--- src/rtl/ub_write_sched.sv ---
// ub_write_sched: single-port access scheduler for the unified buffer.
// Serialises accumulator result stores (two words each), host writes and
// activation read bursts onto one memory port, one word per cycle, and owns
// the result write pointer.
// Optional feature: define UB_WRITE_SCHED_WRAP_EN to make the result write
// pointer wrap to 0 instead of saturating at ACC_LIMIT and raising full.
module ub_write_sched #(
  parameter int DEPTH     = 64,
  parameter int ADDR_W    = 6,
  parameter int DATA_W    = 32,
  parameter int ACC_LIMIT = 30
) (
  input  logic              clk,
  input  logic              reset,
  input  logic              acc1_req,
  input  logic [DATA_W-1:0] acc1_data0,
  input  logic [DATA_W-1:0] acc1_data1,
  output logic              acc1_ack,
  input  logic              acc2_req,
  input  logic [DATA_W-1:0] acc2_data0,
  input  logic [DATA_W-1:0] acc2_data1,
  output logic              acc2_ack,
  input  logic              host_wr_valid,
  input  logic [ADDR_W-1:0] host_wr_addr,
  input  logic [DATA_W-1:0] host_wr_data,
  output logic              host_wr_ready,
  input  logic              rd_start,
  input  logic [ADDR_W-1:0] rd_base,
  input  logic [3:0]        rd_len,
  output logic              mem_we,
  output logic              mem_re,
  output logic [ADDR_W-1:0] mem_addr,
  output logic [DATA_W-1:0] mem_wdata,
  output logic              rd_busy,
  output logic              rd_done,
  output logic [ADDR_W-1:0] wr_ptr,
  output logic              full
);

  typedef enum logic [2:0] {S_IDLE, S_ACC_W0, S_ACC_W1, S_HOST_W, S_READ} state_t;

  // The pointer carries one spare bit so it can hold ACC_LIMIT == DEPTH.
  localparam logic [ADDR_W:0] PTR_STEP  = (ADDR_W+1)'(2);
  localparam logic [ADDR_W:0] PTR_LIMIT = (ADDR_W+1)'(ACC_LIMIT);

  state_t              r_state, w_next_state;
  logic [ADDR_W:0]     r_wr_ptr, w_wr_ptr_n;
  logic                r_full, w_full_n;
  logic                r_last_grant, w_last_grant_n;
  logic                r_grant, w_grant_n;
  logic [DATA_W-1:0]   r_data1, w_data1_n;
  logic [3:0]          r_rd_len, w_rd_len_n;
  logic [3:0]          r_rd_cnt, w_rd_cnt_n;
  logic                r_mem_we, w_mem_we_n;
  logic                r_mem_re, w_mem_re_n;
  logic [ADDR_W-1:0]   r_mem_addr, w_mem_addr_n;
  logic [DATA_W-1:0]   r_mem_wdata, w_mem_wdata_n;
  logic                r_acc1_ack, w_acc1_ack_n;
  logic                r_acc2_ack, w_acc2_ack_n;
  logic                r_rd_done, w_rd_done_n;

  logic                w_rd_valid;
  logic                w_acc_grantable;
  logic                w_pick_acc2;
  logic                w_host_accept;
  logic [ADDR_W:0]     w_ptr_plus2;
  logic [ADDR_W-1:0]   w_rd_next_addr;

  // Request qualification, round-robin choice and host handshake.
  always_comb begin
    w_rd_valid      = rd_start && (rd_len != 4'd0) && (rd_len <= 4'd8);
    w_acc_grantable = (acc1_req || acc2_req) && !r_full;
    w_pick_acc2     = acc2_req && (!acc1_req || !r_last_grant);
    host_wr_ready   = (r_state == S_IDLE) && !w_rd_valid && !w_acc_grantable;
    w_host_accept   = host_wr_valid && host_wr_ready;
    w_ptr_plus2     = r_wr_ptr + PTR_STEP;
    w_rd_next_addr  = ADDR_W'((int'(r_mem_addr) + 1) % DEPTH);
  end

  // Next-state and next-output logic; every port value is registered.
  always_comb begin
    w_next_state   = r_state;
    w_wr_ptr_n     = r_wr_ptr;
    w_full_n       = r_full;
    w_last_grant_n = r_last_grant;
    w_grant_n      = r_grant;
    w_data1_n      = r_data1;
    w_rd_len_n     = r_rd_len;
    w_rd_cnt_n     = r_rd_cnt;
    w_mem_we_n     = 1'b0;
    w_mem_re_n     = 1'b0;
    w_mem_addr_n   = r_mem_addr;
    w_mem_wdata_n  = r_mem_wdata;
    w_acc1_ack_n   = 1'b0;
    w_acc2_ack_n   = 1'b0;
    w_rd_done_n    = 1'b0;
    case (r_state)
      S_IDLE: begin
        if (w_rd_valid) begin
          w_next_state = S_READ;
          w_mem_re_n   = 1'b1;
          w_mem_addr_n = rd_base;
          w_rd_len_n   = rd_len;
          w_rd_cnt_n   = 4'd1;
        end else if (w_acc_grantable) begin
          w_next_state   = S_ACC_W0;
          w_mem_we_n     = 1'b1;
          w_mem_addr_n   = r_wr_ptr[ADDR_W-1:0];
          w_mem_wdata_n  = w_pick_acc2 ? acc2_data0 : acc1_data0;
          w_data1_n      = w_pick_acc2 ? acc2_data1 : acc1_data1;
          w_grant_n      = w_pick_acc2;
          w_last_grant_n = w_pick_acc2;
        end else if (w_host_accept) begin
          w_next_state  = S_HOST_W;
          w_mem_we_n    = 1'b1;
          w_mem_addr_n  = host_wr_addr;
          w_mem_wdata_n = host_wr_data;
        end
      end
      S_ACC_W0: begin
        w_next_state  = S_ACC_W1;
        w_mem_we_n    = 1'b1;
        w_mem_addr_n  = r_wr_ptr[ADDR_W-1:0] + ADDR_W'(1);
        w_mem_wdata_n = r_data1;
        w_acc1_ack_n  = !r_grant;
        w_acc2_ack_n  = r_grant;
      end
      S_ACC_W1: begin
        w_next_state = S_IDLE;
`ifdef UB_WRITE_SCHED_WRAP_EN
        w_wr_ptr_n = (w_ptr_plus2 >= PTR_LIMIT) ? '0 : w_ptr_plus2;
        w_full_n   = 1'b0;
`else
        w_wr_ptr_n = (w_ptr_plus2 >= PTR_LIMIT) ? PTR_LIMIT : w_ptr_plus2;
        w_full_n   = (w_ptr_plus2 >= PTR_LIMIT);
`endif
      end
      S_HOST_W: begin
        w_next_state = S_IDLE;
      end
      S_READ: begin
        if (r_rd_cnt == r_rd_len) begin
          w_next_state = S_IDLE;
          w_rd_done_n  = 1'b1;
        end else begin
          w_mem_re_n   = 1'b1;
          w_mem_addr_n = w_rd_next_addr;
          w_rd_cnt_n   = r_rd_cnt + 4'd1;
        end
      end
      default: w_next_state = S_IDLE;
    endcase
  end

  // State and output registers with synchronous reset.
  always_ff @(posedge clk) begin
    if (reset) begin
      r_state      <= S_IDLE;
      r_wr_ptr     <= '0;
      r_full       <= 1'b0;
      r_last_grant <= 1'b1;
      r_grant      <= 1'b0;
      r_data1      <= '0;
      r_rd_len     <= '0;
      r_rd_cnt     <= '0;
      r_mem_we     <= 1'b0;
      r_mem_re     <= 1'b0;
      r_mem_addr   <= '0;
      r_mem_wdata  <= '0;
      r_acc1_ack   <= 1'b0;
      r_acc2_ack   <= 1'b0;
      r_rd_done    <= 1'b0;
    end else begin
      r_state      <= w_next_state;
      r_wr_ptr     <= w_wr_ptr_n;
      r_full       <= w_full_n;
      r_last_grant <= w_last_grant_n;
      r_grant      <= w_grant_n;
      r_data1      <= w_data1_n;
      r_rd_len     <= w_rd_len_n;
      r_rd_cnt     <= w_rd_cnt_n;
      r_mem_we     <= w_mem_we_n;
      r_mem_re     <= w_mem_re_n;
      r_mem_addr   <= w_mem_addr_n;
      r_mem_wdata  <= w_mem_wdata_n;
      r_acc1_ack   <= w_acc1_ack_n;
      r_acc2_ack   <= w_acc2_ack_n;
      r_rd_done    <= w_rd_done_n;
    end
  end

  assign acc1_ack  = r_acc1_ack;
  assign acc2_ack  = r_acc2_ack;
  assign mem_we    = r_mem_we;
  assign mem_re    = r_mem_re;
  assign mem_addr  = r_mem_addr;
  assign mem_wdata = r_mem_wdata;
  assign rd_busy   = (r_state == S_READ);
  assign rd_done   = r_rd_done;
  assign wr_ptr    = r_wr_ptr[ADDR_W-1:0];
  assign full      = r_full;

endmodule

--- config.mk ---
export PLATFORM = sky130hd
export DESIGN_NAME = ub_write_sched
export DESIGN_NICKNAME = d
export VERILOG_FILES = /design/src/rtl/ub_write_sched.sv
export SDC_FILE = /design/constraint.sdc
export NUM_CORES = 1
export LEC_CHECK = 0
export ABC_AREA = 1
export BUFFER_PORTS_ARGS = -buffer_cell sky130_fd_sc_hd__buf_4
export CAP_MARGIN = 40
export CORE_ASPECT_RATIO = 1.1
export CORE_UTILIZATION = 40
export CTS_CLUSTER_SIZE = 20
export DETAILED_ROUTE_END_ITERATION = 16
export PLACE_DENSITY = 0.78
export SETUP_SLACK_MARGIN = 0.4
export SLEW_MARGIN = 10
export SYNTH_ARGS = -nofsm -noshare
export SYNTH_HDL_FRONTEND = slang
export SYNTH_SLANG_ARGS = --single-unit
--- constraint.sdc ---
create_clock -name clk -period 5.1 [get_ports clk]
set_clock_uncertainty 0.05 [all_clocks]
set_input_delay 1.02 -clock clk [delete_from_list [all_inputs] [get_ports clk]]
set_output_delay 1.02 -clock clk [all_outputs]
set_load 0.1 [all_outputs]
==> results.yml, run 1 <==
sta:
  period_share: 0.659
  slew_headroom: 0.462
  final.min_clock_period_ns: 3.36
  slew_violations: 0
  worst_slack_ns: 1.74
  final-hold-violation-count: 0
  setup_violations: 0
  fin_setup_tns_ns: 0
  tightest_slew_ns: 0.807
  fmax_mhz: 297
  rsz0062_at_grt: "false"
clock_tree:
  clkSinkCount: 95
  ctsHoldBuffers: 0
  cts_buffers: 9
  cts_setup_buffers: 0
  cts_root_buf: "clkbuf_16"
  cts_max_path_buffers: 2
  h-tree-depth: 3
  cts_resized: 0
  clk_latency_ns: 0.35
  clkTransAtPathRegs_ns: 0.06
  cts_tree: "built"
final_layout:
  final_common_cell: "nand2_1"
  num-nets-final: 1297
  final_cell_mix: "289 x nand2_1, 239 x buf_4, 123 x nor2_1"
  stdcell_count: 1304
  insertedDiodeCount: 0
  area_growth_pct: 36.2
  drive_above_1_share: 0.257
  design_area_mm2: 0.00773
logic_synthesis:
  yosysWarnings: 0
  ys.flop_type: "dfxtp_1"
  synth_edf_count: 0
  ys_seq_area_frac: 0.335
  netlist-cell-type-count: 37
  avgSynthCellArea_um2: 6.16
  syn_inst: 922
  synth_nets: 1108
  synth_area_mm2: 0.00568
  synth_seq_cells: 95
  synth-async-reset-ratio: 0
run_status:
  status: "complete, no violations"
global_routing:
  grt_max_degree: 72
  grt.total_usage: 0.252
  antenna_found_initial: 0
  overflow: 0
  grt_pass1_vias: 6034
  grt_pass1_wl_um: 28900
drt:
  first_iter_violations: 489
  drtPass1Iterations: 5
  routed_wl_um: 18200
  vias: 6408
  ant_nets: 0
  drc: 0
  drt-vias-per-instance: 4.91
  routedWlPerCell_um: 13.9
worst_setup_path:
  cp_slowest_cell: "nand3_2"
  slowest_delay_ns: 0.22
  crit_arrival_ns: 2.29
  worst_setup_path_start_kind: "input pin"
  crit_chain: "buf_4 -> nor2_2 -> nand2_1 -> nand2_1 -> nand3_2 -> nand2_1 -> inv_2 -> nand2_1 -> inv_1 -> buf_4"
  critPathKind: "in -> out"
  endpoint_kind: "output pin"
  crit_fanout: 13
  critPathBufInv: 4
  cp.required_ns: 4.03
  worst_path_dominant_cell_family: "simple AND/OR/NAND/NOR gates"
  crit_top_cell: "nand2_1"
pwr:
  p_sw_frac: 0.472
  pwr-share-seq: 0.289
  powerDensity_mw_per_mm2: 425
  internal_power_mw: 1.74
  pwr-share-clk: 0.224
  vdd_drop_max_v: 0.000182
  power_switching_mw: 1.55
  p_leak_nw: 3.89
  p_comb_frac: 0.488
floorplan:
  die_area_mm2: 0.0147
  initial_core_util: 0.410
  rows: 45
  die_w_um: 116
  io_pins: 234
  core_mm2: 0.0139
  die_height_um: 127
worst_hold_path:
  hp-class: "reg -> reg"
flow_run:
  max_cap_viol_count: 0
placed_design:
  place_ws_ns: 1.74
  hpwlAfterDp_um: 12700
  place_congestion: 0.894
  dp_cells: 1288
  portBuffers: 232
  placed_area_mm2: 0.00741
Yosys cell counts (2+ instances only):
| library cell | count | area share |
|---|---|---|
| buf_1 | 2 | 0.0013 |
| buf_6 | 5 | 0.0099 |
| o211ai_1 | 3 | 0.0040 |
| nand2_4 | 2 | 0.0040 |
| buf_2 | 28 | 0.025 |
| o21ai_0 | 62 | 0.055 |
| or2_2 | 3 | 0.0033 |
| clkbuf_1 | 13 | 0.0086 |
| o21a_1 | 11 | 0.015 |
| nand2_1 | 290 | 0.19 |
| nand3b_1 | 2 | 0.0026 |
| inv_2 | 5 | 0.0033 |
| inv_1 | 57 | 0.038 |
| xnor2_1 | 2 | 0.0031 |
| nand2_2 | 6 | 0.0066 |
| nand3_1 | 84 | 0.074 |
| o21ai_1 | 20 | 0.018 |
| nor3_1 | 4 | 0.0035 |
| nor2_4 | 5 | 0.0099 |
| dfxtp_1 | 95 | 0.33 |
| buf_4 | 16 | 0.021 |
| nor2_1 | 123 | 0.081 |
| ha_1 | 4 | 0.0088 |
| nand3_2 | 2 | 0.0035 |
| a21oi_1 | 66 | 0.058 |
metrics by stage:
| step | utilization | hold WS, ns | power, mW |
|---|---|---|---|
| 2_1_floorplan | - | 0.367 | 2.17 |
| 3_3_place_gp | 0.529 | 0.385 | 2.52 |
| 3_5_place_dp | 0.535 | 0.390 | 2.56 |
| 4_1_cts | 0.558 | 0.400 | 3.30 |
| 5_1_grt | 0.558 | 0.420 | 3.46 |
| 6_report | 0.558 | 0.396 | 3.29 |
worst paths after layout:
path	endpoint	startpoint	slack (ns)	cells past startpoint
worst max register to register	mem_addr[3]$_SDFFE_PP0P_	r_state[2]$_SDFFE_PP0P_	2.93	10
worst min register to register	r_data1[28]$_SDFFE_PP0P_	r_data1[28]$_SDFFE_PP0P_	0.40	2
worst max-delay path	host_wr_ready	rd_len[0]	1.74	10
worst min-delay path	r_data1[28]$_SDFFE_PP0P_	r_data1[28]$_SDFFE_PP0P_	0.40	2
state kept, by name (all words and copies together), names as in the netlist:
| register | count |
|---|---|
| mem_wdata | 32 |
| r_data1 | 32 |
| mem_addr | 6 |
| r_wr_ptr | 6 |
| r_rd_cnt | 4 |
| r_rd_len | 4 |
| r_state | 3 |
| acc1_ack | 1 |
| acc2_ack | 1 |
| full | 1 |
| mem_re | 1 |
| mem_we | 1 |
| r_grant | 1 |
| r_last_grant | 1 |
| rd_done | 1 |
kinds of logic (layout without fill, tap and decap cells):
family / after synthesis / in the layout / share of synthesized area
buf+inv: 126 / 320 / 0.107
compound gates: 168 / 168 / 0.158
xor+xnor: 3 / 3 / 0.00463
fa+ha+maj: 4 / 4 / 0.00881
flops: 95 / 95 / 0.335
other cells: 1 / 1 / 0.000660
simple gates: 525 / 525 / 0.386
power groups by stage:
| stage | Sequential (mW) | Combinational [mW] | Clock (mW) |
|---|---|---|---|
| floorplan | 1.51 | 0.659 | 0 |
| global placement | 0.960 | 1.56 | 0 |
| detailed placement | 0.964 | 1.60 | 0 |
| CTS | 0.948 | 1.61 | 0.748 |
| global route | 0.962 | 1.72 | 0.781 |
| finish | 0.949 | 1.60 | 0.735 |
layer usage:
| layer | routed length, µm | up-vias | track usage |
|---|---|---|---|
| met2 | 8820 | 233 | 0.441 |
| met3 | 1130 | 34 | 0.0392 |
| met1 | 7780 | 2833 | 0.308 |
| li1 | - | 3308 | - |
| met4 | 427 | 0 | 0.0924 |
| met5 | 0 | - | 0 |
final cells by class:
class | count | area (µm²)
Inverter | 62 | 233
Fill cell | 1382 | 6120
Tap cell | 188 | 235
Clock inverter | 6 | 93.8
Timing Repair Buffer | 242 | 1850
Clock buffer | 10 | 229
Multi-Input combinational cell | 701 | 3180
Sequential cell | 95 | 1900
worst register-to-register path, stage by stage (launching register included):
cell	delay, ns
dfxtp_1	0.48
inv_2	0.09
nand3_2	0.13
buf_12	0.22
inv_2	0.33
nor2_4	0.28
inv_1	0.15
nand3b_1	0.11
nand2_1	0.06
nor2_1	0.11
nor2_1	0.06
(Power assumes the default switching activity.)
==> run 2, diff against run 1 <==
Settings changed: PLACE_DENSITY 0.78 to 0.81.
Clock period 5.1 ns to 3 ns, I/O delays scaled along.
==> results.yml, run 2 (same netlist as run 1, synthesis figures left out) <==
run_status:
  status: "complete, no violations"
clock_tree:
  cts_root_buf: "clkbuf_16"
  cts_tree: "built"
  ctsHoldBuffers: 0
  cts_resized: 0
  cts_max_path_buffers: 2
  cts_buffers: 9
  clk_latency_ns: 0.34
  clkTransAtPathRegs_ns: 0.07
  cts_setup_buffers: 0
  clkSinkCount: 95
  h-tree-depth: 3
drt:
  drc: 0
  routed_wl_um: 18200
  ant_nets: 0
  first_iter_violations: 525
  drtPass1Iterations: 7
  routedWlPerCell_um: 13.9
  drt-vias-per-instance: 5.03
  vias: 6573
floorplan:
  die_area_mm2: 0.0147
  io_pins: 234
  core_mm2: 0.0139
  die_height_um: 127
  initial_core_util: 0.410
  die_w_um: 116
  rows: 45
sta:
  final-hold-violation-count: 0
  hold_ws_ns: 0.396
  setup_violations: 0
  final.min_clock_period_ns: 2.41
  slew_headroom: 0.371
  fmax_mhz: 414
  period_share: 0.805
  rsz0062_at_grt: "false"
  fin_setup_tns_ns: 0
  tightest_slew_ns: 0.938
  slew_violations: 0
pwr:
  power_switching_mw: 2.62
  p_leak_nw: 3.90
  vdd_drop_max_v: 0.000319
  pwr-share-clk: 0.219
  p_comb_frac: 0.488
  pwr-share-seq: 0.292
  powerDensity_mw_per_mm2: 714
  internal_power_mw: 2.91
  p_sw_frac: 0.474
worst_setup_path:
  cp_slowest_cell: "buf_4"
  worst_path_dominant_cell_family: "simple AND/OR/NAND/NOR gates"
  crit_arrival_ns: 1.76
  cp.required_ns: 2.35
  endpoint_kind: "output pin"
  crit_fanout: 13
  crit_top_cell: "nand2_1"
  slowest_delay_ns: 0.29
  worst_setup_path_start_kind: "input pin"
  crit_chain: "buf_4 -> nor2_2 -> nand2_1 -> nand3_4 -> nand2_1 -> inv_2 -> nand2_1 -> inv_1 -> buf_4"
  critPathBufInv: 4
  critPathKind: "in -> out"
global_routing:
  grt_pass1_wl_um: 28700
  overflow: 0
  grt_max_degree: 65
  grt_pass1_vias: 5941
  grt.total_usage: 0.250
  antenna_found_initial: 0
worst_hold_path:
  hp-class: "reg -> reg"
final_layout:
  drive_above_1_share: 0.262
  final_common_cell: "nand2_1"
  num-nets-final: 1301
  insertedDiodeCount: 0
  area_growth_pct: 36.5
  final_cell_mix: "289 x nand2_1, 244 x buf_4, 123 x nor2_1"
placed_design:
  place_congestion: 0.929
  hpwlAfterDp_um: 13100
  portBuffers: 232
flow_run:
  max_cap_viol_count: 0
run 2: metal layers:
layer	vias up	GRT usage	wire length (µm)
met1	2959	0.323	7970
li1	3324	-	-
met2	257	0.414	8730
met5	-	0	0
met3	33	0.0401	1030
met4	0	0.0940	446
run 2: power by group through the flow:
stage / Sequential [mW] / Combinational (mW) / Clock [mW]
detailed placement: 1.64 / 2.70 / 0
global route: 1.64 / 2.90 / 1.29
finish: 1.62 / 2.70 / 1.21
floorplan: 2.56 / 1.12 / 0
global placement: 1.64 / 2.67 / 0
CTS: 1.61 / 2.70 / 1.23
run 2: area by class of cell:
class / count / area [µm²]
flip-flops and latches: 95 / 1900
clock inverters: 5 / 62.6
fillers: 1412 / 6100
well taps: 188 / 235
repair buffers: 246 / 1870
multi-input cells: 701 / 3190
inverters: 62 / 233
clock buffers: 11 / 253
run 2: final timing paths:
check,slack [ns],end,start,depth (start not counted)
worst max-delay path,0.59,host_wr_ready,rd_len[0],9
worst min-delay path,0.40,r_data1[30]$_SDFFE_PP0P_,r_data1[30]$_SDFFE_PP0P_,2
worst max register to register,0.96,r_data1[28]$_SDFFE_PP0P_,r_state[2]$_SDFFE_PP0P_,9
worst min register to register,0.40,r_data1[30]$_SDFFE_PP0P_,r_data1[30]$_SDFFE_PP0P_,2
run 2: through the flow:
stage / std cells / total power [mW] / utilization / worst slack, ns / instance area [µm²]
floorplan: 922 / 3.69 / - / 0.434 / 5680
global placement: 1292 / 4.31 / 0.536 / 0.475 / 7430
detailed placement: 1292 / 4.34 / 0.536 / 0.431 / 7430
CTS: 1308 / 5.54 / 0.559 / 0.469 / 7740
global route: 1308 / 5.84 / 0.560 / 0.456 / 7750
finish: 1308 / 5.53 / 0.560 / 0.586 / 7750
run 2: worst reg2reg max path, cell delays in order (launching register included):
cell	delay [ns]
dfxtp_1	0.40
inv_2	0.11
nand2_2	0.09
nor2_4	0.14
nand2_1	0.10
inv_2	0.07
buf_4	0.32
nand2_4	0.33
o21ai_0	0.27
a21oi_1	0.05
==> run 3, diff against run 2 <==
Clock period 3 ns to 2.1 ns, I/O delays scaled along.
==> results.yml, run 3 (same netlist as run 1, synthesis figures left out) <==
sta:
  period_share: 0.885
  slew_violations: 0
  fin_setup_tns_ns: 0
  setup_violations: 0
  rsz0062_at_grt: "true"
  tightest_slew_ns: 0.532
  slew_headroom: 0.645
  final-hold-violation-count: 0
  fmax_mhz: 538
  final.min_clock_period_ns: 1.86
final_layout:
  final_cell_mix: "286 x nand2_1, 260 x buf_4, 121 x nor2_1"
  num-nets-final: 1334
  drive_above_1_share: 0.301
  multi_input_area_mm2: 0.00327
  regArea_mm2: 0.00192
  area_growth_pct: 46.0
  insertedDiodeCount: 0
  fillers: 1347
  stdcell_count: 1341
  final_common_cell: "nand2_1"
drt:
  routed_wl_um: 19600
  drc: 0
  vias: 6691
  ant_nets: 0
  drt-vias-per-instance: 4.99
  drtPass1Iterations: 5
  first_iter_violations: 603
  routedWlPerCell_um: 14.6
clock_tree:
  clkTransAtPathRegs_ns: 0.07
  clk_latency_ns: 0.34
  clkSinkCount: 95
  cts_root_buf: "clkbuf_16"
  cts_buffers: 9
  h-tree-depth: 3
  cts_tree: "built"
  cts_max_path_buffers: 2
floorplan:
  die_height_um: 127
  initial_core_util: 0.410
  io_pins: 234
  core_mm2: 0.0139
  die_area_mm2: 0.0147
  rows: 45
  die_w_um: 116
placed_design:
  place_congestion: 0.940
  hpwlAfterDp_um: 13600
  dp_cells: 1300
  portBuffers: 232
worst_setup_path:
  crit_chain: "inv_4 -> nand2_4 -> nor2_4 -> nand2_4 -> inv_4 -> nand2_4 -> clkinvlp_4 -> buf_12"
  r2r_cells: 10
  crit_top_cell: "nand2_4"
  worst_path_dominant_cell_family: "buffers and inverters"
  r2r_setup_slack_ns: 0.37
  cp.required_ns: 1.63
  endpoint_kind: "output pin"
  slowest_delay_ns: 0.36
  critPathKind: "reg -> out"
  cp_slowest_cell: "dfxtp_4"
  crit_end: "host_wr_ready"
  startpoint: "r_state[2]$_SDFFE_PP0P_"
  cp.depth: 8
  crit_arrival_ns: 1.39
  crit_fanout: 2
  r2r-end: "mem_addr[2]$_SDFFE_PP0P_"
  rr_startpoint: "r_state[2]$_SDFFE_PP0P_"
  worst_setup_path_start_kind: "register"
  critPathBufInv: 4
flow_run:
  max_cap_viol_count: 0
global_routing:
  grt.total_usage: 0.254
  antenna_found_initial: 0
  overflow: 0
  grt_pass1_wl_um: 29400
  grt_pass1_vias: 6042
  grt_max_degree: 52
pwr:
  p_comb_frac: 0.520
  p_sw_frac: 0.469
  p_leak_nw: 4.14
  internal_power_mw: 4.39
  vdd_drop_max_v: 0.000423
  power_switching_mw: 3.87
  pwr-share-clk: 0.200
  pwr-share-seq: 0.280
  powerDensity_mw_per_mm2: 997
run_status:
  status: "complete, no violations"
worst_hold_path:
  hold_path_startpoint: "rd_len[1]"
  hp-class: "in -> reg"
## run 3: final cells by class
| class | instances | area share |
|---|---|---|
| Clock inverter | 5 | 0.00679 |
| Tap cell | 188 | 0.0284 |
| Multi-Input combinational cell | 701 | 0.394 |
| Timing Repair Buffer | 279 | 0.279 |
| Inverter | 62 | 0.0300 |
| Sequential cell | 95 | 0.232 |
| Clock buffer | 11 | 0.0293 |
## run 3: worst min-delay path, stage by stage
cell,delay (ns)
buf_6,0.08
o21ai_0,0.08
a21oi_1,0.10
## run 3: worst min path at each step
stage / to / cells past startpoint
final: r_rd_len[1]$_SDFFE_PP0P_ / 3
after global routing: r_rd_len[3]$_SDFFE_PP0P_ / 3
after CTS: r_rd_len[1]$_SDFFE_PP0P_ / 3
after detailed placement: r_data1[28]$_SDFFE_PP0P_ / 2
after global placement: r_data1[28]$_SDFFE_PP0P_ / 2
after floorplan: acc1_ack$_SDFF_PP0_ / 1
## run 3: metrics by stage
step,setup WS (ns),area [µm²],utilization,power [mW],hold slack (ns)
floorplan,0.223,5730,-,5.29,0.367
global placement,0.155,7550,0.545,6.24,0.388
detailed placement,0.0990,7550,0.545,6.28,0.393
CTS,0.260,8050,0.581,8.02,0.331
global route,0.194,8290,0.599,8.68,0.348
finish,0.242,8290,0.599,8.26,0.332
## run 3: what timing repair did
| action | CTS | global route |
|---|---|---|
| cloned | 0 | 5 |
| pin swaps | 9 | 5 |
| buffers inserted | 16 | 4 |
| endpoints found under the setup margin | 44 | 70 |
| hold buffers | 0 | 0 |
| resized for setup | 20 | 27 |
## run 3: metal layers
layer,vias up,wire (µm),global-route usage
li1,3387,-,-
met1,3005,8500,0.334
met2,270,9630,0.430
met3,29,1070,0.0272
met4,0,369,0.0848
met5,-,0,0
## run 3: power by group through the flow
| stage | clock network [mW] | registers [mW] | logic [mW] |
|---|---|---|---|
| after floorplan | 0 | 3.67 | 1.62 |
| after global placement | 0 | 2.34 | 3.89 |
| after detailed placement | 0 | 2.35 | 3.92 |
| after CTS | 1.68 | 2.31 | 4.03 |
| after global routing | 1.75 | 2.35 | 4.57 |
| final | 1.65 | 2.32 | 4.29 |
